[src/rtl/uart_pkg.sv]
// Purpose: shared constants and state encoding for the uart transmit/receive pair.
// Latency: n/a (definitions only).
// Backpressure: n/a.
// Contents: UART_DATA_BITS, UART_CLKS_PER_BIT (shared divider default), uart_state_t,
//           parity helper. UART_RX_PARITY_EN selects the parity frame in uart_rx.
package uart_pkg;

   localparam int UART_DATA_BITS    = 8;
   // Single source for the bit divider so tx and rx defaults cannot drift apart.
   localparam int UART_CLKS_PER_BIT = 4;

   typedef enum logic [2:0] {
      IDLE   = 3'd0,
      START  = 3'd1,
      DATA   = 3'd2,
      PARITY = 3'd3,
      STOP   = 3'd4,
      BREAK  = 3'd5
   } uart_state_t;

   // Even parity: data bits plus parity bit must XOR to zero.
   function automatic logic parity_bad(input logic [7:0] data, input logic par);
      return ^{data, par};
   endfunction

endpackage

[src/rtl/uart_sync2.sv]
// Purpose: two-flop synchronizer for one asynchronous input bit.
// Latency: 2 clk cycles from d to q.
// Backpressure: none; free-running.
// Ports: clk, n_rst (async active-low), d (async input), q (synchronized output).
//        Both flops reset to RST_VAL so an idle-high line reads as idle out of reset.
module uart_sync2 #(
   parameter logic RST_VAL = 1'b1
) (
   input  logic clk,
   input  logic n_rst,
   input  logic d,
   output logic q
);

   logic meta_q, meta_d;
   logic sync_q, sync_d;

   always_comb begin
      meta_d = d;
      sync_d = meta_q;
   end

   always_ff @(posedge clk or negedge n_rst) begin
      if (!n_rst) begin
         meta_q <= RST_VAL;
         sync_q <= RST_VAL;
      end else begin
         meta_q <= meta_d;
         sync_q <= sync_d;
      end
   end

   assign q = sync_q;

endmodule

[src/rtl/uart_rx.sv]
// Purpose: 8N1 (optionally 8E1) asynchronous serial receiver, LSB first, idle-high line.
// Latency: valid 3 + CLKS_PER_BIT/2 + 9*CLKS_PER_BIT clocks after rx first goes low (+CLKS_PER_BIT with parity).
// Backpressure: none; valid/frame_err are single-cycle strobes, the consumer must take dout on valid.
// Ports: clk, n_rst (async active-low), rx (async serial in), dout (last good byte),
//        valid (dout updated), frame_err (stop bit low), busy (frame in progress),
//        parity_err (only when UART_RX_PARITY_EN is defined: parity bit wrong, byte dropped).
module uart_rx
   import uart_pkg::*;
#(
   parameter int CLKS_PER_BIT = UART_CLKS_PER_BIT,
   parameter int DATA_BITS    = UART_DATA_BITS
) (
   input  logic       clk,
   input  logic       n_rst,
   input  logic       rx,
   output logic [7:0] dout,
   output logic       valid,
   output logic       frame_err,
`ifdef UART_RX_PARITY_EN
   output logic       parity_err,
`endif
   output logic       busy
);

   localparam int          CW        = (CLKS_PER_BIT > 2) ? $clog2(CLKS_PER_BIT) : 1;
   localparam logic [CW-1:0] CNT_HALF = CW'(CLKS_PER_BIT / 2 - 1);
   localparam logic [CW-1:0] CNT_LAST = CW'(CLKS_PER_BIT - 1);
   localparam logic [2:0]  BIT_LAST  = 3'(DATA_BITS - 1);

   logic rx_s;

   uart_sync2 #(.RST_VAL(1'b1)) u_sync (
      .clk   (clk),
      .n_rst (n_rst),
      .d     (rx),
      .q     (rx_s)
   );

   uart_state_t   state_q, state_d;
   logic [CW-1:0] cnt_q, cnt_d;
   logic [2:0]    bit_cnt_q, bit_cnt_d;
   logic [7:0]    shift_q, shift_d;
   logic [7:0]    dout_q, dout_d;
   logic          valid_q, valid_d;
   logic          frame_err_q, frame_err_d;
   logic          busy_q, busy_d;
`ifdef UART_RX_PARITY_EN
   logic          par_q, par_d;
   logic          parity_err_q, parity_err_d;
`endif

   always_comb begin
      state_d     = state_q;
      cnt_d       = cnt_q;
      bit_cnt_d   = bit_cnt_q;
      shift_d     = shift_q;
      dout_d      = dout_q;
      valid_d     = 1'b0;
      frame_err_d = 1'b0;
`ifdef UART_RX_PARITY_EN
      par_d        = par_q;
      parity_err_d = 1'b0;
`endif

      case (state_q)
         IDLE: begin
            if (!rx_s) begin
               state_d = START;
               cnt_d   = '0;
            end
         end

         START: begin
            // Re-check the line half a bit in; a short low pulse is a glitch.
            if (cnt_q == CNT_HALF) begin
               cnt_d = '0;
               if (!rx_s) begin
                  state_d   = DATA;
                  bit_cnt_d = '0;
               end else begin
                  state_d = IDLE;
               end
            end else begin
               cnt_d = cnt_q + 1'b1;
            end
         end

         DATA: begin
            // cnt restarted at mid-start-bit, so every wrap lands mid-bit.
            if (cnt_q == CNT_LAST) begin
               cnt_d   = '0;
               shift_d = {rx_s, shift_q[7:1]};
               if (bit_cnt_q == BIT_LAST) begin
`ifdef UART_RX_PARITY_EN
                  state_d = PARITY;
`else
                  state_d = STOP;
`endif
               end else begin
                  bit_cnt_d = bit_cnt_q + 3'd1;
               end
            end else begin
               cnt_d = cnt_q + 1'b1;
            end
         end

`ifdef UART_RX_PARITY_EN
         PARITY: begin
            if (cnt_q == CNT_LAST) begin
               cnt_d   = '0;
               par_d   = rx_s;
               state_d = STOP;
            end else begin
               cnt_d = cnt_q + 1'b1;
            end
         end
`endif

         STOP: begin
            // Decide at mid-stop-bit and return to IDLE immediately so a start
            // bit that directly follows the stop bit is not missed.
            if (cnt_q == CNT_LAST) begin
               cnt_d = '0;
               if (!rx_s) begin
                  frame_err_d = 1'b1;
                  state_d     = BREAK;
               end
`ifdef UART_RX_PARITY_EN
               else if (parity_bad(shift_q, par_q)) begin
                  parity_err_d = 1'b1;
                  state_d      = IDLE;
               end
`endif
               else begin
                  dout_d  = shift_q;
                  valid_d = 1'b1;
                  state_d = IDLE;
               end
            end else begin
               cnt_d = cnt_q + 1'b1;
            end
         end

         BREAK: begin
            // Wait out a held-low line so it reports only one frame error.
            if (rx_s) begin
               state_d = IDLE;
            end
         end

         default: begin
            state_d = IDLE;
         end
      endcase

      busy_d = (state_d != IDLE);
   end

   always_ff @(posedge clk or negedge n_rst) begin
      if (!n_rst) begin
         state_q      <= IDLE;
         cnt_q        <= '0;
         bit_cnt_q    <= '0;
         shift_q      <= '0;
         dout_q       <= '0;
         valid_q      <= 1'b0;
         frame_err_q  <= 1'b0;
         busy_q       <= 1'b0;
`ifdef UART_RX_PARITY_EN
         par_q        <= 1'b0;
         parity_err_q <= 1'b0;
`endif
      end else begin
         state_q      <= state_d;
         cnt_q        <= cnt_d;
         bit_cnt_q    <= bit_cnt_d;
         shift_q      <= shift_d;
         dout_q       <= dout_d;
         valid_q      <= valid_d;
         frame_err_q  <= frame_err_d;
         busy_q       <= busy_d;
`ifdef UART_RX_PARITY_EN
         par_q        <= par_d;
         parity_err_q <= parity_err_d;
`endif
      end
   end

   assign dout      = dout_q;
   assign valid     = valid_q;
   assign frame_err = frame_err_q;
   assign busy      = busy_q;
`ifdef UART_RX_PARITY_EN
   assign parity_err = parity_err_q;
`endif

endmodule
[config.mk]
export PLATFORM = sky130hd
export DESIGN_NAME = uart_rx
export DESIGN_NICKNAME = d
export VERILOG_FILES = /design/src/rtl/uart_pkg.sv /design/src/rtl/uart_sync2.sv /design/src/rtl/uart_rx.sv
export SDC_FILE = /design/constraint.sdc
export NUM_CORES = 1
export LEC_CHECK = 0
export BUFFER_PORTS_ARGS = -buffer_cell sky130_fd_sc_hd__buf_2
export CAP_MARGIN = 20
export CORE_UTILIZATION = 51
export DETAILED_ROUTE_END_ITERATION = 6
export GPL_TIMING_DRIVEN = 0
export HOLD_SLACK_MARGIN = 0.1
export MAX_ROUTING_LAYER = met4
export PLACE_DENSITY = 0.73
export SLEW_MARGIN = 20
export SYNTH_ARGS = -nofsm -noshare
export SYNTH_HDL_FRONTEND = slang
export SYNTH_SLANG_ARGS = --single-unit
[constraint.sdc]
create_clock -name clk -period 1.5 [get_ports clk]
set_input_delay 0 -clock clk [delete_from_list [all_inputs] [get_ports clk]]
set_output_delay 0 -clock clk [all_outputs]
set_load 0.02 [all_outputs]
# Word-level counts from Yosys, hierarchy flattened
# Index checks and enable logic that the tools add are counted.
[totals] wordCells=57 input_bits=3 register_bits=29 out_inout_bits=11
[op_classes] add_sub_neg=2 eq_ne=12 n_mux=24 n_reduce_logical=9
[op_table] op="3-bit 2-to-1 mux" count=11
[op_table] op="3-bit case mux with 5 select lines" count=1
[op_table] op="2-bit != test, second input constant" count=5
[op_table] op="3-bit equality test, second input constant" count=3
[op_table] op="2-bit 2-to-1 mux" count=4
[op_table] op="1-bit 2-to-1 mux" count=6
[op_table] op="2-bit case mux with 3 select lines" count=1
[op_table] op="3-bit case mux with 2 select lines" count=1
[op_table] op="3-bit nonzero test" count=2
[op_table] op="5-bit AND reduction" count=1
[op_table] op="2-bit AND reduction" count=2
[op_table] op="3-bit by 1-bit adder with 3-bit output, second input constant" count=1
[op_table] op="3-bit by 1-bit equality test with 1-bit output, second input constant" count=1
[op_table] op="3-bit by 2-bit equality test with 1-bit output, second input constant" count=1
[op_table] op="3-bit logical NOT" count=1
[op_table] op="3-bit AND reduction" count=1
[op_table] op="2-bit by 1-bit adder with 2-bit output, second input constant" count=1
[op_table] op="2-bit by 1-bit equality test with 1-bit output, second input constant" count=1
[op_table] op="2-bit equality test, second input constant" count=1
[op_table] op="2-bit nonzero test" count=1
[op_table] op="2-bit OR reduction" count=1

# Depth between registers and ports, before layout
[depth] depth_word=5 depth_mapped=6

# Cells and area by module
# A second synthesis with hierarchy kept.
[unflattened] cells_unflattened=95 area_unflattened_um2=1283.7
[modules_own_cells] mod="uart_rx" area_per_inst_um2=1231.2 cells_per_inst=93 seq_area_each_um2=675.6 instances=1
[modules_own_cells] mod="uart_sync2" area_per_inst_um2=52.6 cells_per_inst=2 seq_area_each_um2=52.6 instances=1

# Least setup slack after synthesis
# OpenSTA, ideal clock, no wires.
[synth_path] kind="reg-to-reg" from="register bit_cnt_q[0]" to="register bit_cnt_q[0]" stages_incl_launch_ff=7 t_arrival_ns=1.481 setup_slack_ns=-0.105 required_ns=1.375 cell_sequence="dfrtp_1 ha_1 ha_1 inv_1 a32oi_1 nor3_2 mux2_2"
[synth_via] elab_chain_len=4 elab_cells_between_ends=7 cone_classes="add/sub (1); eq/ne (2); mux (3); reduce/logical (1)"
[synth_lines] element="start, declared" line_no="uart_rx.sv:41" source="logic [2:0] bit_cnt_q, bit_cnt_d;"
[synth_lines] element="start signal, assigned" line_no="uart_rx.sv:176" source="bit_cnt_q <= bit_cnt_d;"
[synth_lines] element="3-bit by 1-bit adder with 3-bit output" line_no="uart_rx.sv:100" source="bit_cnt_d = bit_cnt_q + 3'd1;"
[synth_lines] element="3-bit 2-to-1 mux" line_no="uart_rx.sv:93" source="if (bit_cnt_q == BIT_LAST) begin"
[synth_lines] element="3-bit 2-to-1 mux" line_no="uart_rx.sv:90" source="if (cnt_q == CNT_LAST) begin"
[synth_lines] element="3-bit case mux with 2 select lines" line_no="uart_rx.sv:65" source="case (state_q)"
# Several ways; a longest one is shown, not always the timed one. The select of a mux whose other input is x is not followed.
# A chain may end at the register's enable or synchronous reset.

# Worst setup path in the final report
[layout_path] from="register bit_cnt_q[0]" to="register bit_cnt_q[1]"
# The elaborated chain is that of the path after synthesis.

==> results.cfg <==
[timing]
fraction_of_the_cycle_the_final_worst_path_needs_pct = 109
fin_worst_skew_ps = 8.55
tightestPinTransition_ps = 635
layout_setup_ws_ps = -136
setup_violations = 16
finalMaxSlewViolations = 0
grt_setup_unrepaired = yes
maximum_frequency_from_static_timing_analysis_mhz = 611
final_hold_viol_count = 0
timing.max_slew.rel_slack_pct = 57.6
post-route-min-period_ps = 1640
totalNegativeSetupSlack_ps = -1760

[power_and_ir_drop]
fin_total_pwr_w = 0.00230
power.ir.vdd_worst_v = 0.000870
leakage_nw = 0.910
power.density_cell_area_nw_per_um2 = 1270

[layout]
drive_above_1_share_pct = 60.4
antenna_cells_inserted = 0
post-route-cell-area_sq_um = 1810
syn_to_final_growth_pct = 35.7
final_nets = 146
layout_commonest_cell = dfrtp_1
layout_common_cells = dfrtp_1, buf_2, mux2_4, buf_4, mux2_2

[detailed_routing]
drt_first_iter_violations = 9
detail-route-antenna-nets = 0
postRouteWirelength_um = 2850
drcViolationCount = 0
drt-pass1-iter-count = 4
route.vias.total = 946
drt-vias-per-instance = 5.60
wl_per_cell_um = 16.9

[floorplan]
dieArea_sq_um = 2820
placement_rows = 18
initial_utilization_pct = 53.7
chipHeight_um = 53.1
num_io_pins = 14
floorplan.core_area_sq_um = 2480
die_width_um = 53.1

[clocking]
cts_root_buffer = clkbuf_4
latest_clock_arrival_within_the_worst_skew_pair_ps = 320
cts_tree = done
clk_pin_slew_ps = 90
cts_sinks = 29
cts_max_path_buffers = 2
cts.htree.levels = 2
cts_inserted_buffers = 5

[synthesis]
synth_seq_area_share_pct = 54.7
syn-cell-area_sq_um = 1330
dominant_combinational_cell_family_by_area_after_synthesis = multiplexers
ys_seq_elements = 29
post_synth_num_cell_types = 29
synthAdderAreaFrac_pct = 4.70
post_synth_main_area_contributors = dfrtp_1, mux2_2, ha_1
postSynthAreaPerCell_sq_um = 12.9
largest_area_contributor_in_the_synthesized_netlist = dfrtp_1
synth_simple_gate_area_share_pct = 12.9
yosys.area_share.xor_xnor_pct = 1.32
synth.mux.area_fraction_pct = 16.1
synth_cells = 103
ys_warn_count = 0
synth_largest_type_area_fraction_pct = 50.8
synthesis.nets = 111
complex_gate_fraction_of_the_synthesized_area_pct = 5.36

[run]
maxCapViolCount = 0

[worst_hold_path]
hold_path.class = primary input to async pin

[setup_path]
timing.critical_path.cells = ha_4, ha_4, inv_2, a32oi_2, nor3_4, mux2_4
r2r-end = bit_cnt_q[1]
critical-path-slowest-cell = dfrtp_1
cp-end-kind = flip-flop
rr_worst_depth = 6
critical_path.endpoint = bit_cnt_q[1]
critical_path_required_ps = 1700
worst_setup_path_startpoint = bit_cnt_q[0]
cp.arrival_ps = 1840
maximum_single_stage_delay_on_the_critical_path_ps = 410
setup.reg_to_reg.worst_slack_ps = -140
critPathLaunchType = flip-flop
crit_path_frequent_cell = ha_4
critPathKind = flip-flop to flip-flop
critPathMaxFanout = 3
rr_startpoint = bit_cnt_q[0]

[global_routing]
grt_max_degree = 30
number_of_antenna_violations_at_the_first_check_in_global_routing = 0
grt_pass1_wl_um = 3990
gr-total-overflow = 0
gr-usage-all-layers_pct = 21.0
via_count_of_the_first_global_routing_pass = 877

[placed_design]
place.detailed.hpwl_um = 1530
port-buffer-count = 13
placed_area_sq_um = 1450
gp_congestion = 0.842

[run_status]
run_status = finished with violations
failing_checks = negative setup slack
## synthesized netlist by cell type
| cell type | instances |
|---|---|
| a32oi_1 | 2 |
| and2b_2 | 1 |
| or4b_4 | 1 |
| buf_2 | 2 |
| buf_4 | 1 |
| a221o_2 | 1 |
| nor3_1 | 2 |
| o21ai_0 | 3 |
| nor2_1 | 5 |
| buf_6 | 2 |
| dfrtp_1 | 27 |
| nand2_1 | 3 |
| xnor2_1 | 2 |
| nor3b_1 | 3 |
| and2b_1 | 1 |
| mux2_2 | 19 |
| nand3_2 | 2 |
| and3_1 | 3 |
| inv_1 | 7 |
| a211oi_1 | 1 |
| and3b_1 | 1 |
| dfstp_2 | 2 |
| nand4b_1 | 1 |
| a21oi_1 | 2 |
| nor3_2 | 1 |
| ha_1 | 5 |
| nand2b_1 | 1 |
| or3_1 | 1 |
| a2111oi_1 | 1 |
## logic make-up (layout without fill, tap and decap cells)
group                      Yosys count  after routing
adders and majority gates            5              5
AOI/OAI and AO/OA                   10             10
and+or+nand+nor                     26             27
DFF                                 29             29
xor gates and xnor gates             2              2
muxes                               19             19
buffers and inverters               12             47
## final cells by class
class	count	area [sq um]
Buffer	5	48.8
Clock buffer	6	41.3
Clock inverter	2	10.0
Fill cell	172	671
Inverter	7	26.3
Multi-Input combinational cell	63	726
Sequential cell	29	731
Tap cell	30	37.5
Timing Repair Buffer	27	186
## per-layer routing
| layer | track usage, % | vias to the layer above | share of wire, % |
|---|---|---|---|
| li1 | - | 437 | - |
| met1 | 25.8 | 477 | 42 |
| met2 | 32.7 | 21 | 50 |
| met3 | 5.17 | 11 | 4.4 |
| met4 | 9.65 | 0 | 3.1 |
| met5 | - | - | 0 |
## stage by stage
step	hold WS (ps)	utilization, %	instances	worst slack, ps
global placement	34.6	58.6	146	-221
global route	274	72.9	169	-215
CTS	241	66.3	162	-155
detailed placement	45.2	58.6	146	-283
floorplan	-296	-	103	-95.3
finish	222	72.9	169	-136
## repair_timing
| action | in CTS | in global routing |
|---|---|---|
| cloned | 0 | 1 |
| setup endpoints to repair | 20 | 23 |
| pin swaps | 8 | 8 |
| hold buffers | 2 | 0 |
| gates resized for setup | 15 | 25 |
| hold endpoints to repair | 30 | 0 |
| setup buffers | 6 | 7 |
## power by group
| part | switching (W) | leakage (nW) | internal, W | total, W |
|---|---|---|---|---|
| Clock | 0.000259 | 0.0320 | 0.000178 | 0.000437 |
| Combinational | 0.000474 | 0.491 | 0.000438 | 0.000912 |
| Sequential | 0.0000699 | 0.386 | 0.000879 | 0.000949 |
| Total | 0.000803 | 0.910 | 0.00150 | 0.00230 |
## worst max-delay path, delay by kind of cell, from the launching register on
kind,cells,cell delay (ps)
flops,1,410
fa+ha+maj,2,340
mux,1,330
simple gates,1,280
compound gates,1,110
buf+inv,1,50
## sequential cells by signal, indices dropped and copies added (netlist names)
register,flops
state_q,3
u_sync.meta_q,1
busy,1
bit_cnt_q,3
valid,1
dout,8
shift_q,8
frame_err,1
u_sync.q,1
cnt_q,2
## how the worst min path moves through the flow
stage          slack (ps)      endpoint  startpoint  depth (start not counted)
2_1_floorplan        -300  bit_cnt_q[0]       n_rst                          0
3_3_place_gp           30      cnt_q[0]       n_rst                          1
3_5_place_dp           50      cnt_q[1]       n_rst                          1
4_1_cts               240      cnt_q[1]       n_rst                          2
5_1_grt               270      cnt_q[1]       n_rst                          2
6_report              220      cnt_q[1]       n_rst                          2
No activity file was read; power rests on OpenSTA's default activity.
